$ cat src/rtl/char_ram_writer_pkg.sv
// Shared constants, states and helpers for the character RAM writer.
// Imported by the top FSM and the cursor sub-module.
package char_ram_writer_pkg;

    localparam int COLS_DEF = 64;
    localparam int ROWS_DEF = 16;

    localparam logic [7:0] CH_BLANK = 8'h20;
    localparam logic [7:0] CH_LF    = 8'h0A;
    localparam logic [7:0] CH_CR    = 8'h0D;
    localparam logic [7:0] CH_BS    = 8'h08;
    localparam logic [7:0] CH_FF    = 8'h0C;
    localparam logic [7:0] CH_PR_LO = 8'h20;
    localparam logic [7:0] CH_PR_HI = 8'h7E;

    typedef enum logic [1:0] {
        IDLE,
        FULL_CLR,
        LINE_CLR
    } state_e;

    typedef enum logic [2:0] {
        CUR_NOP,
        CUR_ADV,
        CUR_NL,
        CUR_CR,
        CUR_HOME,
        CUR_BS
    } cur_op_e;

    function automatic logic is_printable(input logic [7:0] c);
        return (c >= CH_PR_LO) && (c <= CH_PR_HI);
    endfunction

endpackage

$ cat src/rtl/char_ram_writer_cursor.sv
// Cursor column/row registers with advance, newline, CR, home and backspace.
// Rows wrap from ROWS-1 back to 0; eol_o flags the last column.
module char_cursor
    import char_ram_writer_pkg::*;
#(
    parameter int COLS = COLS_DEF,
    parameter int ROWS = ROWS_DEF
) (
    input  logic       clk,
    input  logic       rst_n,
    input  cur_op_e    op_i,
    output logic [5:0] col_o,
    output logic [3:0] row_o,
    output logic       eol_o
);

    localparam logic [5:0] COL_MAX = 6'(COLS - 1);
    localparam logic [3:0] ROW_MAX = 4'(ROWS - 1);

    logic [5:0] col_q, col_d;
    logic [3:0] row_q, row_d;
    logic [3:0] row_inc;

    assign row_inc = (row_q == ROW_MAX) ? 4'd0 : row_q + 4'd1;

    always_comb begin
        col_d = col_q;
        row_d = row_q;
        unique case (op_i)
            CUR_ADV: begin
                if (col_q == COL_MAX) begin
                    col_d = 6'd0;
                    row_d = row_inc;
                end else begin
                    col_d = col_q + 6'd1;
                end
            end
            CUR_NL: begin
                col_d = 6'd0;
                row_d = row_inc;
            end
            CUR_CR: col_d = 6'd0;
            CUR_HOME: begin
                col_d = 6'd0;
                row_d = 4'd0;
            end
            CUR_BS: begin
                if (col_q != 6'd0) col_d = col_q - 6'd1;
            end
            default: ;
        endcase
    end

    always_ff @(posedge clk or negedge rst_n) begin
        if (!rst_n) begin
            col_q <= 6'd0;
            row_q <= 4'd0;
        end else begin
            col_q <= col_d;
            row_q <= row_d;
        end
    end

    assign col_o = col_q;
    assign row_o = row_q;
    assign eol_o = (col_q == COL_MAX);

endmodule

$ cat src/rtl/char_ram_writer.sv
// Byte-stream to character RAM writer: cursor, control codes and
// line/screen blanking fills, with all RAM port outputs registered.
module char_ram_writer
    import char_ram_writer_pkg::*;
#(
    parameter int         COLS   = COLS_DEF,
    parameter int         ROWS   = ROWS_DEF,
    parameter int         ADDR_W = 14,
    parameter logic [7:0] BLANK  = CH_BLANK
) (
    input  logic              clk,
    input  logic              rst_n,
    input  logic              in_valid,
    input  logic [7:0]        in_char,
    output logic              in_ready,
    input  logic              clear,
    output logic              busy,
    output logic              wea,
    output logic [ADDR_W-1:0] addra,
    output logic [7:0]        dia,
    output logic [5:0]        cur_col,
    output logic [3:0]        cur_row
);

    localparam int DEPTH = COLS * ROWS;
    localparam int CNT_W = $clog2(DEPTH);
    localparam logic [CNT_W-1:0] LINE_LAST = CNT_W'(COLS - 1);
    localparam logic [CNT_W-1:0] FULL_LAST = CNT_W'(DEPTH - 1);

    state_e            state_q, state_d;
    logic [CNT_W-1:0]  cnt_q, cnt_d;
    logic              wea_q, wea_d;
    logic [ADDR_W-1:0] addra_q, addra_d;
    logic [7:0]        dia_q, dia_d;
    cur_op_e           op;
    logic              eol;

    function automatic logic [ADDR_W-1:0] addr_of(input logic [3:0] r,
                                                  input int c);
        return ADDR_W'(int'(r) * COLS + c);
    endfunction

    char_cursor #(.COLS(COLS), .ROWS(ROWS)) u_cursor (
        .clk   (clk),
        .rst_n (rst_n),
        .op_i  (op),
        .col_o (cur_col),
        .row_o (cur_row),
        .eol_o (eol)
    );

    assign in_ready = (state_q == IDLE) && !clear;
    assign busy     = (state_q != IDLE);

    always_comb begin
        state_d = state_q;
        cnt_d   = cnt_q;
        wea_d   = 1'b0;
        addra_d = addra_q;
        dia_d   = dia_q;
        op      = CUR_NOP;
        // A clear outranks everything, including a byte offered this cycle
        if (clear) begin
            state_d = FULL_CLR;
            cnt_d   = '0;
        end else begin
            unique case (state_q)
                IDLE: begin
                    if (in_valid) begin
                        unique case (1'b1)
                            is_printable(in_char): begin
                                wea_d   = 1'b1;
                                addra_d = addr_of(cur_row, int'(cur_col));
                                dia_d   = in_char;
                                op      = CUR_ADV;
                                if (eol) begin
                                    state_d = LINE_CLR;
                                    cnt_d   = '0;
                                end
                            end
                            in_char == CH_LF: begin
                                op      = CUR_NL;
                                state_d = LINE_CLR;
                                cnt_d   = '0;
                            end
                            in_char == CH_CR: op = CUR_CR;
                            in_char == CH_BS: begin
                                if (cur_col != 6'd0) begin
                                    wea_d   = 1'b1;
                                    addra_d = addr_of(cur_row,
                                                      int'(cur_col - 6'd1));
                                    dia_d   = BLANK;
                                    op      = CUR_BS;
                                end
                            end
                            in_char == CH_FF: begin
                                state_d = FULL_CLR;
                                cnt_d   = '0;
                            end
                            default: ;
                        endcase
                    end
                end
                LINE_CLR: begin
                    wea_d   = 1'b1;
                    addra_d = addr_of(cur_row, int'(cnt_q));
                    dia_d   = BLANK;
                    if (cnt_q == LINE_LAST) state_d = IDLE;
                    else cnt_d = cnt_q + 1'b1;
                end
                FULL_CLR: begin
                    wea_d   = 1'b1;
                    addra_d = ADDR_W'(cnt_q);
                    dia_d   = BLANK;
                    if (cnt_q == FULL_LAST) begin
                        state_d = IDLE;
                        op      = CUR_HOME;
                    end else begin
                        cnt_d = cnt_q + 1'b1;
                    end
                end
                default: state_d = IDLE;
            endcase
        end
    end

    always_ff @(posedge clk or negedge rst_n) begin
        if (!rst_n) begin
            state_q <= IDLE;
            cnt_q   <= '0;
            wea_q   <= 1'b0;
            addra_q <= '0;
            dia_q   <= BLANK;
        end else begin
            state_q <= state_d;
            cnt_q   <= cnt_d;
            wea_q   <= wea_d;
            addra_q <= addra_d;
            dia_q   <= dia_d;
        end
    end

    assign wea   = wea_q;
    assign addra = addra_q;
    assign dia   = dia_q;

endmodule

$ cat config.mk
export PLATFORM = sky130hd
export DESIGN_NAME = char_ram_writer
export DESIGN_NICKNAME = d
export VERILOG_FILES = /design/src/rtl/char_ram_writer_pkg.sv /design/src/rtl/char_ram_writer_cursor.sv /design/src/rtl/char_ram_writer.sv
export SDC_FILE = /design/constraint.sdc
export NUM_CORES = 1
export LEC_CHECK = 0
export CORE_ASPECT_RATIO = 2
export CORE_MARGIN = 3
export CORE_UTILIZATION = 45
export CTS_BUF_LIST = sky130_fd_sc_hd__clkbuf_16
export CTS_CLUSTER_DIAMETER = 80
export DETAILED_ROUTE_END_ITERATION = 6
export HOLD_SLACK_MARGIN = 0.06
export PLACE_DENSITY_LB_ADDON = 0.1
export REMOVE_ABC_BUFFERS = 1
export SYNTH_ARGS = -nofsm -noshare
export SYNTH_HDL_FRONTEND = slang
export SYNTH_SLANG_ARGS = --single-unit
$ cat constraint.sdc
create_clock -name clk -period 4.3 [get_ports clk]
set_clock_uncertainty 0.15 [all_clocks]
set_input_delay 1.075 -clock clk [delete_from_list [all_inputs] [get_ports clk]]
set_output_delay 1.075 -clock clk [all_outputs]
set_load 0.05 [all_outputs]
======== Word-level counts from Yosys, hierarchy flattened ========
Cells that the tools add are included.
Widths: inputs -> output; s select.
cells by class
  add/subtract/negate cells ............... 8
  order comparisons ....................... 2
  equality and inequality tests ........... 28
  mux-type cells .......................... 39
  bitwise logic cells ..................... 1
  reduce and logical (&&, ||, !) cells .... 20
operator list
  kind                   number
  $mux 10                5
  $pmux 14 s3            1
  $eq 8x4->1 const B     4
  $pmux 8 s2             2
  $pmux 10 s3            1
  $mux 14                2
  $pmux 14 s2            1
  $pmux 10 s2            1
  $pmux 6 s3             1
  $mux 8                 2
  $ne 3x3->1 const B     5
  $reduce_and 5->1       3
  $add 11x7->12          1
  $mux 3                 4
  $mux 6                 2
  $pmux 2 s3             2
  $pmux 3 s4             1
  $pmux 4 s3             1
  $add 10x10->11         1
  $add 10x6->11          1
  $add 10x1->10 const B  1
  $eq 10x10->1 const B   1
  $eq 10x6->1 const B    1
  $mux 2                 5
  35 further kinds       49
storage, ports and cells
  flip-flop bits (word level) ............. 45
  output and inout bits ................... 35
  logic and storage cells ................. 105

======== Logic depth before layout (Yosys ltp) ========
Gate-level depths: netlist of run 1.
  depth in word-level cells ............... 10
  depth in mapped cells ................... 16
  depth with buffers taken out ............ 15

======== By module ========
Synthesis of run 1 repeated with hierarchy kept, for this count alone.
unflattened totals
  cell total of the unflattened synthesis .. 379
  area total of the unflattened synthesis .. 3465.8 sq um
modules (own cells, without submodules)
  module           instances  cells an instance  area each (sq um)  seq. area each (sq um)
  char_ram_writer  1          270                2571.2             827.0
  char_cursor      1          109                894.6              250.2

======== Worst setup path before layout of run 1 ========
OpenSTA, ideal clock, no wires.
  kind .................................... reg-to-reg
  start ................................... reg u_cursor.col_q[0] (netlist: u_cursor.col_o[0])
  end ..................................... reg addra_q[10] (netlist: addra[10])
  setup time .............................. 0.133 ns
  data arrival time ....................... 3.237 ns
  required time ........................... 4.017 ns
  setup slack ............................. 0.780 ns
  stages on the path, launching flop included .. 17
  path buffers ............................ 1
  period minus slack after synthesis ...... 3.520 ns
  cell sequence ........................... dfrtp_1 -> inv_1 -> ha_1 -> or3b_1 -> or3_1 -> clkbuf_1 -> inv_2 -> ha_1 -> inv_1 -> fa_1 -> inv_1 -> a21oi_1 -> o21bai_1 -> xnor2_1 -> nor3_1 -> a31oi_1 -> o21ai_0
between the ends
  longest elaborated chain between the ends .. 6
ends and longest elaborated chain
  what                      line                          source
  start: declaration        char_ram_writer_cursor.sv:20  logic [5:0] col_q, col_d;
  start signal: assignment  char_ram_writer_cursor.sv:59  col_q <= col_d;
  $sub 6x1->7               char_ram_writer.sv:91         int'(cur_col - 6'd1));
  $add 11x7->12             char_ram_writer.sv:40         return ADDR_W'(int'(r) * COLS + c);
  $mux 14                   char_ram_writer.sv:88         if (cur_col != 6'd0) begin
  $pmux 14 s2               char_ram_writer.sv:70         unique case (1'b1)
  $mux 14                   char_ram_writer.sv:69         if (in_valid) begin
  $pmux 14 s3               char_ram_writer.sv:67         unique case (state_q)
  end signal: assignment    char_ram_writer.sv:138        addra_q <= addra_d;
  end: declaration          char_ram_writer.sv:33         logic [ADDR_W-1:0] addra_q, addra_d;
Parallel ways exist; a longest one is shown, timed or not. The select of a mux whose other input is x is not followed.
A chain may end at the register's enable or synchronous reset.

======== Worst setup path after layout of run 1 ========
  start ................................... in in_char[0]
  end ..................................... reg cnt_q[6]
between the ends
  longest elaborated chain between the ends .. 6
ends and longest elaborated chain
  what                                                         line                       source
  start: declaration                                           char_ram_writer.sv:14      input logic [7:0] in_char,
  $ge 8x6->1 (tied with other cells)                           char_ram_writer_pkg.sv:32  return (c >= CH_PR_LO) && (c <= CH_PR_HI);
  $logic_and 1x1->1 / $reduce_or 2->1 (equally long branches)  --
  $pmux 10 s2                                                  char_ram_writer.sv:70
  $mux 10                                                      char_ram_writer.sv:69
  $pmux 10 s3                                                  char_ram_writer.sv:67
  $mux 10                                                      char_ram_writer.sv:63      if (clear) begin
  end signal: assignment                                       char_ram_writer.sv:136     cnt_q <= cnt_d;
  end: declaration                                             char_ram_writer.sv:31      logic [CNT_W-1:0] cnt_q, cnt_d;
Parallel ways exist; a longest one is shown, timed or not. The select of a mux whose other input is x is not followed.

==> results of run 1 <==
## area by class of cell
cell class | count | share of cell area, %
multi-input cells | 315 | 50.7
flip-flops and latches | 43 | 27.3
repair buffers | 59 | 14.0
clock buffers | 5 | 3.18
well taps | 90 | 2.86
inverters | 15 | 1.43
clock inverters | 3 | 0.508
## per-layer routing
layer	vias to the layer above	GRT usage, %	routed length (µm)
met3	22	2.94	259
li1	1516	-	-
met4	0	11.3	368
met1	1449	25.7	3440
met5	-	0	0
met2	79	39.7	4750
## worst paths after layout
path / from / end / cells after the start
worst max-delay path: in_char[0] / cnt_q[6]$_DFFE_PN0P_ / 8
worst min-delay path: addra[7]$_DFFE_PN0P_ / addra[7]$_DFFE_PN0P_ / 2
worst max register to register: u_cursor.col_o[0]$_DFFE_PN0P_ / addra[10]$_DFFE_PN0P_ / 15
worst min register to register: addra[7]$_DFFE_PN0P_ / addra[7]$_DFFE_PN0P_ / 2
max in group asynchronous: rst_n / addra[10]$_DFFE_PN0P_ / 1
min in group asynchronous: rst_n / addra[0]$_DFFE_PN0P_ / 1
## placed cells by master, fill, tap and decap left out, types with 6 or more instances in the layout
cell             count
xnor2_1              6
and2_1               6
dfrtp_1             42
mux2i_1              6
nor2_1              24
nor3_1               8
nand2_1             54
xor2_1               6
nand2b_1            10
buf_4               14
nor2b_1              9
a21oi_1             22
clkdlybuf4s50_1     44
nand3_1             16
ha_1                17
o21ai_0             37
a21o_1               6
inv_1               14
## state kept, by name, indices dropped and copies added (netlist names)
signal and flops:
addra 12, u_cursor.row_o 4, u_cursor.col_o 6, cnt_q 10, dia 8, wea 1
state_q 2
## kinds of logic (layout without fill, tap and decap cells)
logic type	count (synthesis)	after routing	share of synthesized area, %
DFF	43	43	33.1
adders and majority gates	19	19	7.78
muxes	8	8	2.54
xor gates and xnor gates	12	12	3.23
AOI/OAI and AO/OA	116	116	22.8
and+or+nand+nor	160	160	25.1
buffers and inverters	41	82	5.39
## power breakdown
| part | switching [mW] | total (mW) | internal (mW) |
|---|---|---|---|
| clock | 0.160 | 0.374 | 0.214 |
| sequential | 0.0934 | 0.612 | 0.519 |
| combinational | 0.784 | 1.17 | 0.385 |
## stage by stage
step / power, mW / setup WS (ns)
2_1_floorplan: 1.37 / 0.745
3_3_place_gp: 1.78 / 0.420
3_5_place_dp: 1.79 / 0.316
4_1_cts: 2.17 / 0.601
5_1_grt: 2.29 / 0.422
6_report: 2.15 / 0.570
## worst min-delay path: cells and delay by family, from the launching register on
kind	cells	cell delay (ns)
and+or+nand+nor	1	0.05
AOI/OAI and AO/OA	1	0.06
DFF	1	0.34
## synth_stat cells, types with 2 or more instances
cell      count  area (µm²)
nor2_1       24        90.1
a211oi_1      4        30.0
inv_1        14        52.6
a32oi_1       4        35.0
nor3_1        8        40.0
a21o_1        6        45.0
xor2_1        6        52.6
a211o_1       2        17.5
nor4_1        5        31.3
or2_2         2        12.5
nand2b_1     10        62.6
clkbuf_1     13        48.8
or3_1         4        25.0
o21bai_1      2        15.0
a31oi_1       4        25.0
o221a_2       2        22.5
mux2i_1       6        60.1
a22oi_1       5        37.5
o31ai_1       5        37.5
buf_1         2        7.51
xnor2_1       6        52.6
nor4b_1       2        17.5
and2_1        6        37.5
dfrtp_1      42        1050
ha_1         17         213
o41ai_1       4        35.0
nand4_1       2        12.5
buf_2         8        40.0
nor2b_1       9        56.3
a22o_1        2        17.5
and3_1        2        12.5
nand3_1      16        80.1
fa_1          2        40.0
buf_4         3        22.5
a21oi_1      22         110
or4_1         5        37.5
o21ai_1       5        25.0
o21a_1        2        15.0
mux2_2        2        22.5
nand3b_1      4        30.0
nand2_1      54         203
o21ai_0      37         185
==> reports/results.ini, run 1 <==
[power_and_ir_drop]
p_per_area_nw_per_um2 = 547
vdd_drop_max_uv = 329
power_leakage_nw = 1.67

[placed_design]
gp_congestion = 0.819
dpl.hpwl_mm = 6.82
place_area_um2 = 3790
placed_cells = 522
port-buffer-count = 46

[routing]
wl_per_cell_um = 16.6
antenna_left = 0
drt_iter0_markers = 261
vias = 3066
wl_mm = 8.82
drc = 0
avgViaCountPerCell = 5.78
dr.pass1.iters = 4

[grt]
grt_pass1_wl_mm = 14.8
grtUsageTotal_pct = 22.5
grt_max_degree = 44
overflow = 0
antenna_found_initial = 0
grt_pass1_vias = 3072

[outcome]
status = finished, final reports clean

[final_layout]
diodes = 0
nets = 470
multiInputGateArea_um2 = 2000
seqCellArea_um2 = 1080
final_area_um2 = 3940
fin_cells = 530
syn2layout_area_growth_pct = 21.2
finish.utilization_pct = 56.3
drive_gt1_share_pct = 7.95
fillers = 672

[critical_path]
worstSetupStartpointType = input port
cp.arrival_ns = 3.80
crit_type = input port to register
r2r_slack_ns = 0.76
cpMaxStageDelayCell = clkdlybuf4s50_1
crit_buf_inv = 1
cp-end-kind = register
cp_max_fo = 11
worstPathRequired_ns = 4.37
critical-path-max-stage-delay_ns = 0.60
critPathTopFamily = simple AND/OR/NAND/NOR gates
crit_path_cell_trace = clkdlybuf4s50_1, and3_1, a2111oi_0, o21ai_1, a211o_1, or2_1, or4_1, nand3_1

[sta]
final.setup.tns_ns = 0
worst_pin_slew_ns = 0.956
max_freq_mhz = 268
grt_setup_unrepaired = false
drv_slew = 0
final_hold_viol_count = 0
setup_viol = 0
fin_crit_sh_pct = 86.7
finalHoldWorstSlack_ns = 0.331
min_period_ns = 3.73
slew_headroom_pct = 36.3

[synthesis]
yosysSeqAreaShare_pct = 33.1
synthFlopType = dfrtp_1
ys_warn_count = 0
syn_inst = 399
synth_edf_count = 0
synth_area_um2 = 3250
synthArstFlopShare_pct = 100
synth_cell_types = 61
syn_avg_cell_area_um2 = 8.15
synth-seq-cells = 43

[die]
die_h_um = 126
io_pins = 47
die_area_um2 = 8340
start_util_pct = 46.5
die_w_um = 66.1
core-area_um2 = 6990
num_rows = 43

[clocking]
htree_num_levels = 2
postCtsResizedCells = 0
cts_made_buffers = 5
clkLatencyLatePin_ns = 0.29
cts_tree = built
cts_buffer_depth = 2
cts-hold-fix-buffers = 0
clock_sinks = 43
postCtsSetupRepairBufs = 0
clock_tree.root_cell = clkbuf_16
clk_pin_slew_ns = 0.06

[hold_path]
hp-class = register to register

[flow_run]
maxCapViolCount = 0

Power figures use the tool's default switching activity.
==> run 2, diff against run 1 <==
Settings changed: CORE_MARGIN 3 to unset.
==> run 2 against run 1 <==
Critical path depth is the same. Flip-flop and latch count is the same. Combinational power shrank 3%. Fmax grew 0.45%. Design area shrank 0.76%. Wire length is essentially flat. Critical path type unchanged. Clock power shrank 3%. Non-clock buffer count shrank 3. Sequential share of layout area grew 0.21 points.
==> reports/results.ini, run 2 (synthesized netlist as in run 1, its figures left out) <==
[outcome]
status = finished, final reports clean

[critical_path]
worstSetupStartpointType = input port
worstPathRequired_ns = 4.37
cp-end-kind = register
r2r_slack_ns = 0.70
cpMaxStageDelayCell = clkdlybuf4s50_1
crit_buf_inv = 1
crit_type = input port to register
critPathTopFamily = simple AND/OR/NAND/NOR gates
crit_path_cell_trace = clkdlybuf4s50_1, and3_1, a2111oi_0, o21ai_1, a211o_1, or2_1, or4_1, nand3_1
critical-path-max-stage-delay_ns = 0.60
cp.arrival_ns = 3.78
cp_max_fo = 11

[clocking]
cts_tree = built
clock_sinks = 43
clock_tree.root_cell = clkbuf_16
htree_num_levels = 2
cts_buffer_depth = 2
cts-hold-fix-buffers = 0
cts_made_buffers = 5
postCtsSetupRepairBufs = 0
postCtsResizedCells = 0
clkLatencyLatePin_ns = 0.29
clk_pin_slew_ns = 0.06

[power_and_ir_drop]
switching_power_mw = 1.03
p_comb_share_pct = 53.3
p_per_area_nw_per_um2 = 544
intPower_mw = 1.10
p_total_mw = 2.13
swShare_pct = 48.2
vdd_drop_max_uv = 438
p_seq_share_pct = 29.7
power_leakage_nw = 1.67
p_clk_share_pct = 17.0

[final_layout]
multiInputGateArea_um2 = 2000
syn2layout_area_growth_pct = 20.3
finish.utilization_pct = 56.3
layout_commonest_cell = nand2_1
nets = 467
largest_reg_flops = 12
diodes = 0
mostFrequentLayoutCells = 54 x nand2_1, 44 x clkdlybuf4s50_1, 42 x dfrtp_1
fillers = 675
seqCellArea_um2 = 1080
drive_gt1_share_pct = 6.86

[hold_path]
hp-class = register to register

[routing]
drt_iter0_markers = 158
avgViaCountPerCell = 5.87
wl_mm = 8.82
wl_per_cell_um = 16.7
antenna_left = 0
vias = 3095
drc = 0
dr.pass1.iters = 4

[grt]
grt_pass1_wl_mm = 14.6
grt_max_degree = 44
grt_pass1_vias = 3082
grtUsageTotal_pct = 24.4
antenna_found_initial = 0
overflow = 0

[sta]
min_period_ns = 3.71
worst_pin_slew_ns = 1.00
max_freq_mhz = 269
slew_headroom_pct = 33.3
final_hold_viol_count = 0
final.setup.tns_ns = 0
fin_crit_sh_pct = 86.3
drv_slew = 0
grt_setup_unrepaired = false
setup_viol = 0

[die]
io_pins = 47
num_rows = 43
die_w_um = 62.1
die_h_um = 122
core-area_um2 = 6940
die_area_um2 = 7590
start_util_pct = 46.8

[placed_design]
gp_congestion = 0.846
dpl.hpwl_mm = 6.68
port-buffer-count = 46

[flow_run]
maxCapViolCount = 0

==> run 2: cell types whose count changed in the layout (fill, tap and decap cells not counted), sizes merged <==
cell / delta
clkinvlp: -2
buf: -3
inv: +1
clkinv: +1
==> run 2: power by group through the flow <==
stage	registers, mW	logic, mW	clock network (mW)
2_1_floorplan	0.959	0.412	0
3_3_place_gp	0.638	1.13	0
3_5_place_dp	0.638	1.13	0
4_1_cts	0.631	1.14	0.370
5_1_grt	0.652	1.22	0.379
6_report	0.632	1.13	0.362
==> run 2: worst paths after layout <==
check / startpoint / end / cells after the start
worst max-delay path: in_char[2] / cnt_q[6]$_DFFE_PN0P_ / 8
worst min-delay path: addra[9]$_DFFE_PN0P_ / addra[9]$_DFFE_PN0P_ / 2
worst max register to register: u_cursor.col_o[0]$_DFFE_PN0P_ / addra[10]$_DFFE_PN0P_ / 15
worst min register to register: addra[9]$_DFFE_PN0P_ / addra[9]$_DFFE_PN0P_ / 2
max in group asynchronous: rst_n / addra[10]$_DFFE_PN0P_ / 1
min in group asynchronous: rst_n / addra[1]$_DFFE_PN0P_ / 1
==> run 2: per-layer routing <==
metal | vias up | track usage (%) | wire [µm]
met3 | 25 | 2.72 | 205
met1 | 1492 | 24.7 | 3420
met5 | - | 0 | 0
met4 | 0 | 12.6 | 353
met2 | 70 | 47.9 | 4850
li1 | 1508 | - | -
==> run 2: worst register-to-register path, stage by stage, from the launching register on <==
cell	delay, ns
dfrtp_1	0.48
inv_1	0.19
ha_1	0.26
or3b_1	0.42
or3_1	0.38
inv_2	0.16
ha_1	0.20
inv_1	0.06
fa_1	0.39
inv_1	0.07
a21oi_1	0.07
o21bai_1	0.16
xnor2_1	0.14
nor3_1	0.06
a31oi_1	0.20
o21ai_0	0.09
==> run 2: per-stage QoR <==
stage / hold slack [ns] / std cells / setup WS (ns) / area (µm²)
detailed placement: 0.321 / 519 / 0.333 / 3770
global route: 0.354 / 527 / 0.290 / 3910
floorplan: 0.345 / 373 / 0.745 / 3130
CTS: 0.333 / 527 / 0.621 / 3910
finish: 0.323 / 527 / 0.587 / 3910
global placement: 0.314 / 519 / 0.352 / 3770
==> run 2: area by class of cell <==
class / count / share of cell area (%)
Clock buffer: 5 / 3.20
Clock inverter: 3 / 0.320
Inverter: 15 / 1.44
Multi-Input combinational cell: 315 / 51.1
Sequential cell: 43 / 27.6
Tap cell: 90 / 2.88
Timing Repair Buffer: 56 / 13.5
==> run 3, diff against run 2 <==
Settings changed: CORE_MARGIN set to 2.
==> run 3 against run 2 <==
Clock power rose by 36%. Worst setup slack improved by 0.044 ns. Fmax up 1.2%. Critical path depth stayed put. Via count down 1.4%. Wire length about the same. Non-clock buffer count is 3 higher. Cell count increased by 0.57%. First-iteration DRC count increased by 35%. Largest power group unchanged. Highest routed layer unchanged.
==> reports/results.ini, run 3 (synthesized netlist as in run 1, its figures left out) <==
[outcome]
status = finished, final reports clean

[routing]
antenna_left = 0
wl_per_cell_um = 16.6
vias = 3052
drc = 0
drt_iter0_markers = 213
avgViaCountPerCell = 5.76
dr.pass1.iters = 4
wl_mm = 8.82

[die]
num_rows = 43
die_h_um = 124
io_pins = 47
start_util_pct = 46.5
core-area_um2 = 6990
die_w_um = 64.1
die_area_um2 = 7960

[sta]
slew_headroom_pct = 34.0
setup_viol = 0
worst_pin_slew_ns = 0.990
grt_setup_unrepaired = false
fin_crit_sh_pct = 85.3
final_hold_viol_count = 0
max_freq_mhz = 273
final.setup.tns_ns = 0
drv_slew = 0
min_period_ns = 3.67

[grt]
antenna_found_initial = 0
grt_max_degree = 44
grt_pass1_vias = 3073
overflow = 0
grtUsageTotal_pct = 23.7
grt_pass1_wl_mm = 14.7

[final_layout]
multiInputGateArea_um2 = 2000
fillers = 673
nets = 470
diodes = 0
layout_commonest_cell = nand2_1
seqCellArea_um2 = 1080
syn2layout_area_growth_pct = 22.7
largest_reg_flops = 12
drive_gt1_share_pct = 7.95
mostFrequentLayoutCells = 54 x nand2_1, 44 x clkdlybuf4s50_1, 42 x dfrtp_1

[clocking]
cts-hold-fix-buffers = 0
cts_made_buffers = 5
clock_tree.root_cell = clkbuf_16
cts_tree = built
postCtsSetupRepairBufs = 0
clkLatencyLatePin_ns = 0.29
cts_buffer_depth = 2
clock_sinks = 43
htree_num_levels = 2
clk_pin_slew_ns = 0.06
postCtsResizedCells = 0

[power_and_ir_drop]
vdd_drop_max_uv = 297
power_leakage_nw = 1.70
p_total_mw = 2.27
p_per_area_nw_per_um2 = 569

[critical_path]
crit_type = input port to register
worstSetupStartpointType = input port
worstPathRequired_ns = 4.37
cp-end-kind = register
cp_max_fo = 11
cp.arrival_ns = 3.74

[hold_path]
hp-class = register to register

[placed_design]
port-buffer-count = 46
dpl.hpwl_mm = 6.81
gp_congestion = 0.855

[flow_run]
maxCapViolCount = 0

-- run 3: cell type report --
type                    instances  area share [%]
inverters                      15            1.41
repair buffers                 59            13.8
clock buffers                   5            3.14
flip-flops and latches         43            27.0
well taps                      90            2.82
multi-input cells             315            50.1
clock inverters                 3            1.69
-- run 3: stage by stage --
step	area (µm²)	hold WS, ns	util [%]	setup WS, ns	std cells
after CTS	3990	0.335	57.0	0.660	530
after detailed placement	3790	0.321	54.3	0.367	522
after global routing	3990	0.368	57.0	0.439	530
after floorplan	3130	0.345	-	0.745	373
after global placement	3790	0.312	54.3	0.428	522
final	3990	0.327	57.0	0.631	530
-- run 3: metal layers --
metal / track usage (%) / share of wire, %
met2: 44.7 / 55
met1: 24.9 / 39
met4: 13.7 / 4.3
met5: 0 / 0
met3: 2.53 / 2.4
-- run 3: final timing paths --
kind	slack [ns]	to	start	depth (start not counted)
worst min-delay path	0.33	addra[3]$_DFFE_PN0P_	addra[3]$_DFFE_PN0P_	2
worst max-delay path	0.63	cnt_q[6]$_DFFE_PN0P_	in_char[0]	8
worst max register to register	0.77	addra[10]$_DFFE_PN0P_	u_cursor.col_o[0]$_DFFE_PN0P_	15
max in group asynchronous	2.59	addra[9]$_DFFE_PN0P_	rst_n	1
min in group asynchronous	0.80	addra[1]$_DFFE_PN0P_	rst_n	1
worst min register to register	0.33	addra[3]$_DFFE_PN0P_	addra[3]$_DFFE_PN0P_	2
-- run 3: worst max-delay path: stages --
cell and delay, ns:
clkdlybuf4s50_1 0.60, and3_1 0.26, a2111oi_0 0.42, o21ai_1 0.15, a211o_1 0.40, or2_1 0.33
or4_1 0.42, nand3_1 0.08
-- run 3: report_power, final --
part | internal, mW | leakage (nW) | switching [mW]
combinational | 0.385 | 1.05 | 0.782
sequential | 0.519 | 0.560 | 0.0918
clock | 0.333 | 0.0900 | 0.160
total | 1.24 | 1.70 | 1.03
